File: config.mk
export PLATFORM = sky130hd
export DESIGN_NAME = muldiv_unit
export DESIGN_NICKNAME = d
export VERILOG_FILES = /design/src/rtl/muldiv_unit.sv
export SDC_FILE = /design/constraint.sdc
export NUM_CORES = 1
export LEC_CHECK = 0
export BUFFER_PORTS_ARGS = -buffer_cell sky130_fd_sc_hd__buf_2
export CORE_MARGIN = 8
export CORE_UTILIZATION = 25
export CTS_CLUSTER_DIAMETER = 100
export CTS_CLUSTER_SIZE = 10
export DETAILED_ROUTE_END_ITERATION = 16
export HOLD_SLACK_MARGIN = 0.08
export PLACE_DENSITY = 0.49
export SLEW_MARGIN = 5
export SYNTH_ARGS = -nofsm -noshare
export SYNTH_HDL_FRONTEND = slang
export SYNTH_SLANG_ARGS = --single-unit
File: constraint.sdc
create_clock -name clk -period 4 [get_ports clk]
set_input_delay 0.2 -clock clk [delete_from_list [all_inputs] [get_ports clk]]
set_output_delay 0.2 -clock clk [all_outputs]
set_load 0.01 [all_outputs]
File: src/rtl/muldiv_unit.sv
// rtl/muldiv_unit.sv - Iterative RV32M multiply/divide unit, one result bit per cycle
module muldiv_unit #(
   parameter  int XLEN  = 32,
   localparam int CNT_W = $clog2(XLEN + 1)
) (
   input  logic            clk,
   input  logic            reset,
   input  logic            start,
   input  logic            abort,
   input  logic [2:0]      funct3,
   input  logic [XLEN-1:0] operand_a,
   input  logic [XLEN-1:0] operand_b,
   output logic            busy,
   output logic            done,
   output logic [XLEN-1:0] result
);

   typedef enum logic [1:0] {
      S_IDLE,
      S_RUN,
      S_FIX,
      S_DONE
   } state_t;

   localparam logic [XLEN-1:0]  INT_MIN  = {1'b1, {(XLEN-1){1'b0}}};
   localparam logic [CNT_W-1:0] CNT_INIT = CNT_W'(XLEN);
   localparam logic [CNT_W-1:0] CNT_ONE  = CNT_W'(1);

   state_t            state_q, state_d;
   logic [CNT_W-1:0]  cnt_q;
   logic [2:0]        op_q;
   logic              neg_q;
   logic [XLEN-1:0]   acc_q;
   logic [XLEN-1:0]   lo_q;
   logic [XLEN-1:0]   addend_q;
   logic [XLEN-1:0]   result_q;

   logic              accept;
   logic              a_signed, b_signed, a_neg, b_neg;
   logic              is_div, is_rem, neg_in;
   logic              div_zero, div_ovf, special;
   logic [XLEN-1:0]   mag_a, mag_b, special_val;
   logic [XLEN:0]     mul_sum, div_shift, div_diff;
   logic [2*XLEN-1:0] prod_fix;
   logic [XLEN-1:0]   dq_sel, dq_fix, fix_val;

   // Accept-side decode: sign handling and the ops that never enter RUN
   always_comb begin
      accept   = start && (state_q == S_IDLE || state_q == S_DONE);
      a_signed = (funct3 == 3'b001) || (funct3 == 3'b010) ||
                 (funct3 == 3'b100) || (funct3 == 3'b110);
      b_signed = (funct3 == 3'b001) || (funct3 == 3'b100) || (funct3 == 3'b110);
      a_neg    = a_signed && operand_a[XLEN-1];
      b_neg    = b_signed && operand_b[XLEN-1];
      mag_a    = a_neg ? -operand_a : operand_a;
      mag_b    = b_neg ? -operand_b : operand_b;
      is_div   = funct3[2];
      is_rem   = funct3[2] && funct3[1];
      neg_in   = is_rem ? a_neg : (a_neg ^ b_neg);
      div_zero = is_div && (operand_b == '0);
      div_ovf  = is_div && !funct3[0] && (operand_a == INT_MIN) && (operand_b == '1);
      special  = div_zero || div_ovf;
      if (div_zero)
         special_val = funct3[1] ? operand_a : '1;
      else
         special_val = funct3[1] ? '0 : operand_a;
   end

   // Shared datapath: {acc, lo} is the product for multiply, {remainder, quotient} for divide
   always_comb begin
      mul_sum   = {1'b0, acc_q} + ({1'b0, addend_q} & {(XLEN+1){lo_q[0]}});
      div_shift = {acc_q, lo_q[XLEN-1]};
      div_diff  = div_shift - {1'b0, addend_q};
      prod_fix  = neg_q ? -{acc_q, lo_q} : {acc_q, lo_q};
      dq_sel    = op_q[1] ? acc_q : lo_q;
      dq_fix    = neg_q ? -dq_sel : dq_sel;
      if (op_q[2])
         fix_val = dq_fix;
      else if (op_q == 3'b000)
         fix_val = prod_fix[XLEN-1:0];
      else
         fix_val = prod_fix[2*XLEN-1:XLEN];
   end

   always_comb begin
      state_d = state_q;
      case (state_q)
         S_IDLE:  if (accept) state_d = special ? S_DONE : S_RUN;
         S_RUN: begin
            if (abort)
               state_d = S_IDLE;
            else if (cnt_q == CNT_ONE)
               state_d = S_FIX;
         end
         S_FIX:   state_d = abort ? S_IDLE : S_DONE;
         S_DONE:  state_d = accept ? (special ? S_DONE : S_RUN) : S_IDLE;
         default: state_d = S_IDLE;
      endcase
   end

   always_ff @(posedge clk) begin
      if (!reset) begin
         state_q  <= S_IDLE;
         cnt_q    <= '0;
         op_q     <= '0;
         neg_q    <= 1'b0;
         acc_q    <= '0;
         lo_q     <= '0;
         addend_q <= '0;
         result_q <= '0;
      end else begin
         state_q <= state_d;
         case (state_q)
            S_IDLE, S_DONE: begin
               if (accept) begin
                  op_q   <= funct3;
                  neg_q  <= neg_in;
                  cnt_q  <= CNT_INIT;
                  acc_q  <= '0;
                  if (is_div) begin
                     lo_q     <= mag_a;
                     addend_q <= mag_b;
                  end else begin
                     lo_q     <= mag_b;
                     addend_q <= mag_a;
                  end
                  if (special)
                     result_q <= special_val;
               end
            end
            S_RUN: begin
               if (!abort) begin
                  cnt_q <= cnt_q - CNT_ONE;
                  if (op_q[2]) begin
                     if (!div_diff[XLEN]) begin
                        acc_q <= div_diff[XLEN-1:0];
                        lo_q  <= {lo_q[XLEN-2:0], 1'b1};
                     end else begin
                        acc_q <= div_shift[XLEN-1:0];
                        lo_q  <= {lo_q[XLEN-2:0], 1'b0};
                     end
                  end else begin
                     acc_q <= mul_sum[XLEN:1];
                     lo_q  <= {mul_sum[0], lo_q[XLEN-1:1]};
                  end
               end
            end
            S_FIX: begin
               if (!abort)
                  result_q <= fix_val;
            end
            default: ;
         endcase
      end
   end

   assign busy   = (state_q == S_RUN) || (state_q == S_FIX);
   assign done   = (state_q == S_DONE);
   assign result = result_q;

endmodule
==> metrics, run 1 <==
share of layout cells above drive strength 1=13.9%; grt total ovfl=0; HP Class=in2reg; drt pass-1 iters=9; GP Congestion=0.959; kind of critical path=reg2reg; Tcrit/Tclk final=93.7%; Post-synth EDFFs=0; Net Sw Frac=53.6%; hold slack=0.157 ns; Mapped Cells=2387; overall routing resource usage=20.0%; worst-margin pin slew=1.05 ns; Die ar.=0.0733 mm^2; top_reg_cell synth=dfxtp_1; sequential share of power=19.4%; Initial Utilization=25.2%; Die W=271 um; row count=93; number of global-route vias before repair=17600; Comb power frac=66.8%; P_leak=7.25 nW; Worst path top cell family by delay=compound AO/OA/AOI/OAI gates; Mean Syn Cell Area=6.80 um^2; Max Cap Viol=0; Iter 0 DRT Violations=2371; Synth Cell Area=0.0162 mm^2; count leader, synth=nor2_1; Syn-to-layout area delta=14.9%; H-tree levels=4; Skew-Pair Late Insertion Delay=0.48 ns; routed len/inst=23.3 um; CTS root buf=clkbuf_16; maximum vdd drop=0.000339 V; CP peak stage delay=0.45 ns; Synth top area share=17.3%; maximum clock rate=0.267 GHz; Sum Neg Setup Slack=0 ns; wire length of the first global-routing pass=113000 um; Worst-path clk slew=0.07 ns; Post-DP HPWL=60300 um; CP Cell Sequence=clkinvlp_4 -> buf_4 -> buf_12 -> nor2_1 -> ha_1 -> a21oi_1 -> o221ai_1 -> a221o_1 -> a31o_2 -> nand3_1 -> o211a_1 -> o311ai_0 -> xnor2_1 -> a2111oi_0; unrepaired setup endpoints after global routing=no; Clock Path Buffers=2; Std-Cell Core Area=0.0643 mm^2; synthesized flop and latch total=140; count of cell types in the netlist=88; Power Dens Cells=617 mW/mm^2; Data required, critical path=4.34 ns; wire length after detailed routing=76900 um; Setup-failing EPs final=0; Buf/Inv on CP=3; number of I/O pins=105; yosys warns=0; count of pins over their slew limit=0; P_sw=0.00616 W; ranking of synthesized cells by area=dfxtp_1 (17%), a21oi_1 (7.7%), nor2_1 (6.9%); syn_nets=2536; cell taking the most area after synthesis=dfxtp_1; Ant. Diodes=0; initial antenna violation count=1; number of buffers created by CTS=17; Hold Vio Cnt, Final=0; Pint=0.00534 W; largest net degree at the start of global routing=81; CTS Sinks=140; share of flip-flops with an asynchronous set or reset=0%; min Tclk post-route=3.75 ns; sequential share of the synthesized area=17.3%; port bufs=104; post-route ant nets=0; crit path max-delay cell type=dfxtp_2; Via Count=18900; max_slew headroom=29.8%; Synth top cells by count=nor2_1 (297), a21oi_1 (249), nand2_1 (247); Critical Path Source Type=flip-flop; nets=2588; TritonCTS clock tree=done; Die Y=271 um; clock share of power=13.8%; critical path capture point type=flip-flop; Vias/cell=5.73; DRC=0; Max Clock Skew=0.0170 ns; CP arrival=4.08 ns; status=completed; crit path max fanout=10
==> area by class of cell <==
type / count / area, um^2
Tap cell: 855 / 1070
Multi-Input combinational cell: 1966 / 12400
Fill cell: 7077 / 45700
Clock inverter: 13 / 120
Sequential cell: 140 / 2810
Timing Repair Buffer: 232 / 1540
Clock buffer: 18 / 429
Inverter: 82 / 312
==> per-layer routing <==
layer | global-route usage (%) | wire length (um) | vias to the layer above
met5 | 0 | 0 | -
met4 | 9.23 | 3640 | 0
met3 | 4.06 | 6270 | 167
met2 | 30.4 | 33200 | 976
met1 | 27.0 | 33800 | 9067
li1 | - | - | 8736
==> through the flow <==
stage | worst slack [ns] | std cells | util (%) | total power (W) | cell area (um^2)
5_1_grt | 0.0451 | 3306 | 29.0 | 0.0122 | 18600
3_3_place_gp | 0.344 | 3269 | 28.0 | 0.00966 | 18000
3_5_place_dp | 0.159 | 3269 | 28.0 | 0.00968 | 18000
6_report | 0.252 | 3306 | 29.0 | 0.0115 | 18600
2_1_floorplan | 0.259 | 2387 | - | 0.00701 | 16200
4_1_cts | 0.0819 | 3302 | 28.9 | 0.0113 | 18600
==> tightest hold or removal path: cells and delay by family <==
kind / cells / cell delay [ns]
and+or+nand+nor: 1 / 0.09
AOI/OAI and AO/OA: 2 / 0.15
buffers and inverters: 1 / 0.14
==> kinds of logic (layout without fill, tap and decap cells) <==
family / Yosys count / after routing / share of synthesized area, %
buf+inv: 281 / 345 / 6.67
mux: 100 / 100 / 6.42
flops: 140 / 140 / 17.3
fa+ha+maj: 78 / 78 / 6.11
compound gates: 772 / 772 / 29.8
xor+xnor: 179 / 179 / 9.66
simple gates: 837 / 837 / 24.1
==> state kept, by name, summed over array words and instances (netlist names) <==
| signal | cells |
|---|---|
| addend_q | 32 |
| acc_q | 32 |
| result | 32 |
| neg_q | 1 |
| lo_q | 32 |
| op_q | 3 |
| state_q | 2 |
| cnt_q | 6 |
==> power by group through the flow <==
stage,clock (W),sequential [W],combinational [W]
finish,0.00159,0.00223,0.00769
floorplan,0,0.00202,0.00499
global route,0.00167,0.00227,0.00825
detailed placement,0,0.00224,0.00745
CTS,0.00162,0.00221,0.00748
global placement,0,0.00222,0.00744
==> repair_timing <==
action	CTS	global route
gates resized for setup	0	3
setup buffers	0	4
endpoints found under the setup margin	0	4
hold endpoints to repair	2	0
hold buffers	2	0
==> cell usage in the layout (no fill, tap or decap), types with 32 or more instances in the layout <==
cell,synthesis,layout
a211oi_1,51,51
dfxtp_1,140,136
nand2_1,247,247
nor3_1,65,65
nor2_1,297,296
mux2i_1,68,68
o211ai_1,32,32
a21oi_1,249,248
xor2_1,83,83
nand3_1,50,49
mux2_2,32,32
o21ai_0,188,188
buf_2,16,104
ha_1,76,74
inv_1,79,78
xnor2_1,96,96
buf_4,0,122
==> path summary, 6_finish.rpt <==
path,start,slack [ns],to,cells past startpoint
max,lo_q[0],0.25,acc_q[30],14
min,abort,0.16,state_q[0],4
max reg2reg,lo_q[0],0.25,acc_q[30],14
min reg2reg,addend_q[11],0.45,addend_q[11],2
(Power assumes the default switching activity.)
==> run 2, diff against run 1 <==
--- a/config.mk
+++ b/config.mk
@@ -5,7 +5,7 @@
 export SDC_FILE = /design/constraint.sdc
 export NUM_CORES = 1
 export LEC_CHECK = 0
-export BUFFER_PORTS_ARGS = -buffer_cell sky130_fd_sc_hd__buf_2
+export BUFFER_PORTS_ARGS = -buffer_cell sky130_fd_sc_hd__clkbuf_2
 export CORE_MARGIN = 8
 export CORE_UTILIZATION = 25
 export CTS_CLUSTER_DIAMETER = 100
==> run 2 against run 1 <==
Utilization grew 0.074 points; via count shrank 1.3%; combinational power grew 1%; critical path type unchanged; non-clock buffer count shrank 3.
==> metrics, run 2 (synthesis results as in run 1) <==
drt pass-1 iters=7 (-2); kind of critical path=reg2reg; commonest non-fill, non-tap cells in the layout=nor2_1 (296), a21oi_1 (248), nand2_1 (247), o21ai_0 (188), dfxtp_1 (137); hold slack=0.159 ns (+0.00139 ns); Pint=0.00552 W (+3.3%); overall routing resource usage=20.4% (+0.32 points); CTS Sinks=140 (unchanged); hold depth=4 (unchanged); Worst-path clk slew=0.07 ns (about the same); sequential share of power=18.9% (-0.5 points); Via Count=18700 (-1.3%); setup slack after layout=0.238 ns (-0.0141 ns); P_sw=0.00627 W (+1.7%); worst reg2reg startpoint=lo_q[0]; Skew-Pair Late Insertion Delay=0.50 ns (+0.02 ns); Setup-failing EPs final=0 (unchanged); Max Clock Skew=0.0220 ns (+0.00504 ns); grt total ovfl=0 (unchanged); Die W=271 um (unchanged); Data required, critical path=4.43 ns (+0.09 ns); Iter 0 DRT Violations=1980 (-16%); Net Sw Frac=53.2% (-0.39 points); initial antenna violation count=2 (+1); area post-placement=0.0180 mm^2 (about the same); port bufs=104 (unchanged); Die Y=271 um (unchanged); maximum vdd drop=0.000333 V (-1.6%); post-route ant nets=0 (unchanged); DRC=0 (unchanged); Hold Vio Cnt, Final=0 (unchanged); Std-Cell Core Area=0.0643 mm^2 (unchanged); routed len/inst=23.7 um (+1.7%); Clock Path Buffers=2 (unchanged); share of layout cells above drive strength 1=13.8% (-0.15 points); GP Congestion=0.919 (-4.2%); Crit Reg-Reg Endpoint=acc_q[29]; Critical Path Source Type=flip-flop; max_slew headroom=26.4% (-3.4 points); unrepaired setup endpoints after global routing=no; Reg area=0.00281 mm^2 (about the same); crit path max fanout=16 (+6); number of buffers created by CTS=17 (unchanged); P_leak=7.27 nW (+0.17%); Ant. Diodes=0 (unchanged); TritonCTS clock tree=done; critical path capture point type=flip-flop; CP arrival=4.19 ns (+0.11 ns); nets=2585 (-0.12%); Vias/cell=5.66 (-1.2%); Comb power frac=65.9% (-0.9 points); fillers=7054 (-0.32%); min Tclk post-route=3.76 ns (+0.0141 ns); wire length of the first global-routing pass=115000 um (+0.97%); r2r worst-path depth=13 (-1); R2R Setup Slk=0.24 ns (about the same); worst-margin pin slew=1.10 ns (+0.0514 ns); wire length after detailed routing=78200 um (+1.6%); H-tree levels=4 (unchanged); Post-DP HPWL=61700 um (+2.2%); Initial Utilization=25.2% (unchanged); end of the critical path=acc_q[29]; commonest non-fill, non-tap cell in the layout=nor2_1; number of I/O pins=105 (unchanged); CTS root buf=clkbuf_16; pre-CTS worst setup slack=0.231 ns (+0.0712 ns); status=completed; HP Class=in2reg; largest net degree at the start of global routing=81 (unchanged); fin area=0.0187 mm^2 (+0.26%); row count=93 (unchanged); number of global-route vias before repair=17600 (+0.33%); Tcrit/Tclk final=94.0% (+0.35 points); Die ar.=0.0733 mm^2 (unchanged); count of pins over their slew limit=0 (unchanged); Power Dens Cells=631 mW/mm^2 (+2.2%); Syn-to-layout area delta=15.2%; Max Cap Viol=0 (unchanged); clock share of power=15.2% (+1.4 points); maximum clock rate=0.266 GHz (-0.38%); CP startpoint=lo_q[0]; Multi-input gate area=0.0124 mm^2 (about the same); Sum Neg Setup Slack=0 ns (unchanged)
[run 2: cell types whose count changed in the layout (fill, tap and decap cells not counted), sizes merged]
cell,previous run,this run
buf,230,123
clkbuf,18,124
bufinv,1,3
clkinvlp,3,1
clkinv,8,7
[run 2: layout make-up]
type                       count  share of cell area, %
timing repair buffer         229                   8.10
sequential                   140                   15.0
tap                          855                   5.72
clock buffer                  20                   2.44
clock inverter                12                  0.864
multi-input combinational   1966                   66.2
inverter                      82                   1.67
[run 2: critical path, cell delays in order, from the launching register on]
cell        delay, ns
dfxtp_1          0.58
clkinvlp_4       0.15
buf_4            0.23
nor2_1           0.15
ha_1             0.34
a21oi_1          0.21
o21ai_0          0.19
a211oi_1         0.39
nand4_1          0.21
a31oi_1          0.57
o41ai_1          0.15
xnor2_1          0.16
a31o_2           0.26
a21oi_1          0.10
[run 2: worst min-delay path by stage]
stage                      from          end  slack, ns
finish                    abort   state_q[0]       0.16
global route              abort   state_q[0]       0.14
CTS                       abort   state_q[1]       0.14
detailed placement    result[0]    result[0]       0.45
global placement    addend_q[9]  addend_q[9]       0.44
floorplan             funct3[0]      op_q[0]       0.34
[run 2: power groups by stage]
stage	Sequential, W	Clock (W)	Combinational (W)
global placement	0.00222	0	0.00751
global route	0.00226	0.00187	0.00832
finish	0.00223	0.00179	0.00777
detailed placement	0.00223	0	0.00755
floorplan	0.00202	0	0.00499
CTS	0.00220	0.00182	0.00759
[run 2: per-stage QoR]
step,util (%),std cells,power (W)
6_report,29.0,3304,0.0118
5_1_grt,29.0,3304,0.0125
4_1_cts,29.0,3302,0.0116
3_5_place_dp,28.0,3268,0.00978
3_3_place_gp,28.0,3268,0.00973
2_1_floorplan,-,2387,0.00701
[run 2: repair_timing]
action,4_1_cts,5_1_grt
hold buffers,2,0
setup buffers,0,2
endpoints found under the hold margin,2,0
resized for setup,0,2
setup endpoints to repair,0,10
[run 2: per-layer routing]
metal | vias to the layer above | track usage [%] | part of all wire (%)
met2 | 809 | 30.6 | 43
met5 | - | 0 | 0.017
met3 | 140 | 4.04 | 7.5
met4 | 2 | 9.48 | 4.7
li1 | 8735 | - | -
met1 | 9023 | 27.7 | 45
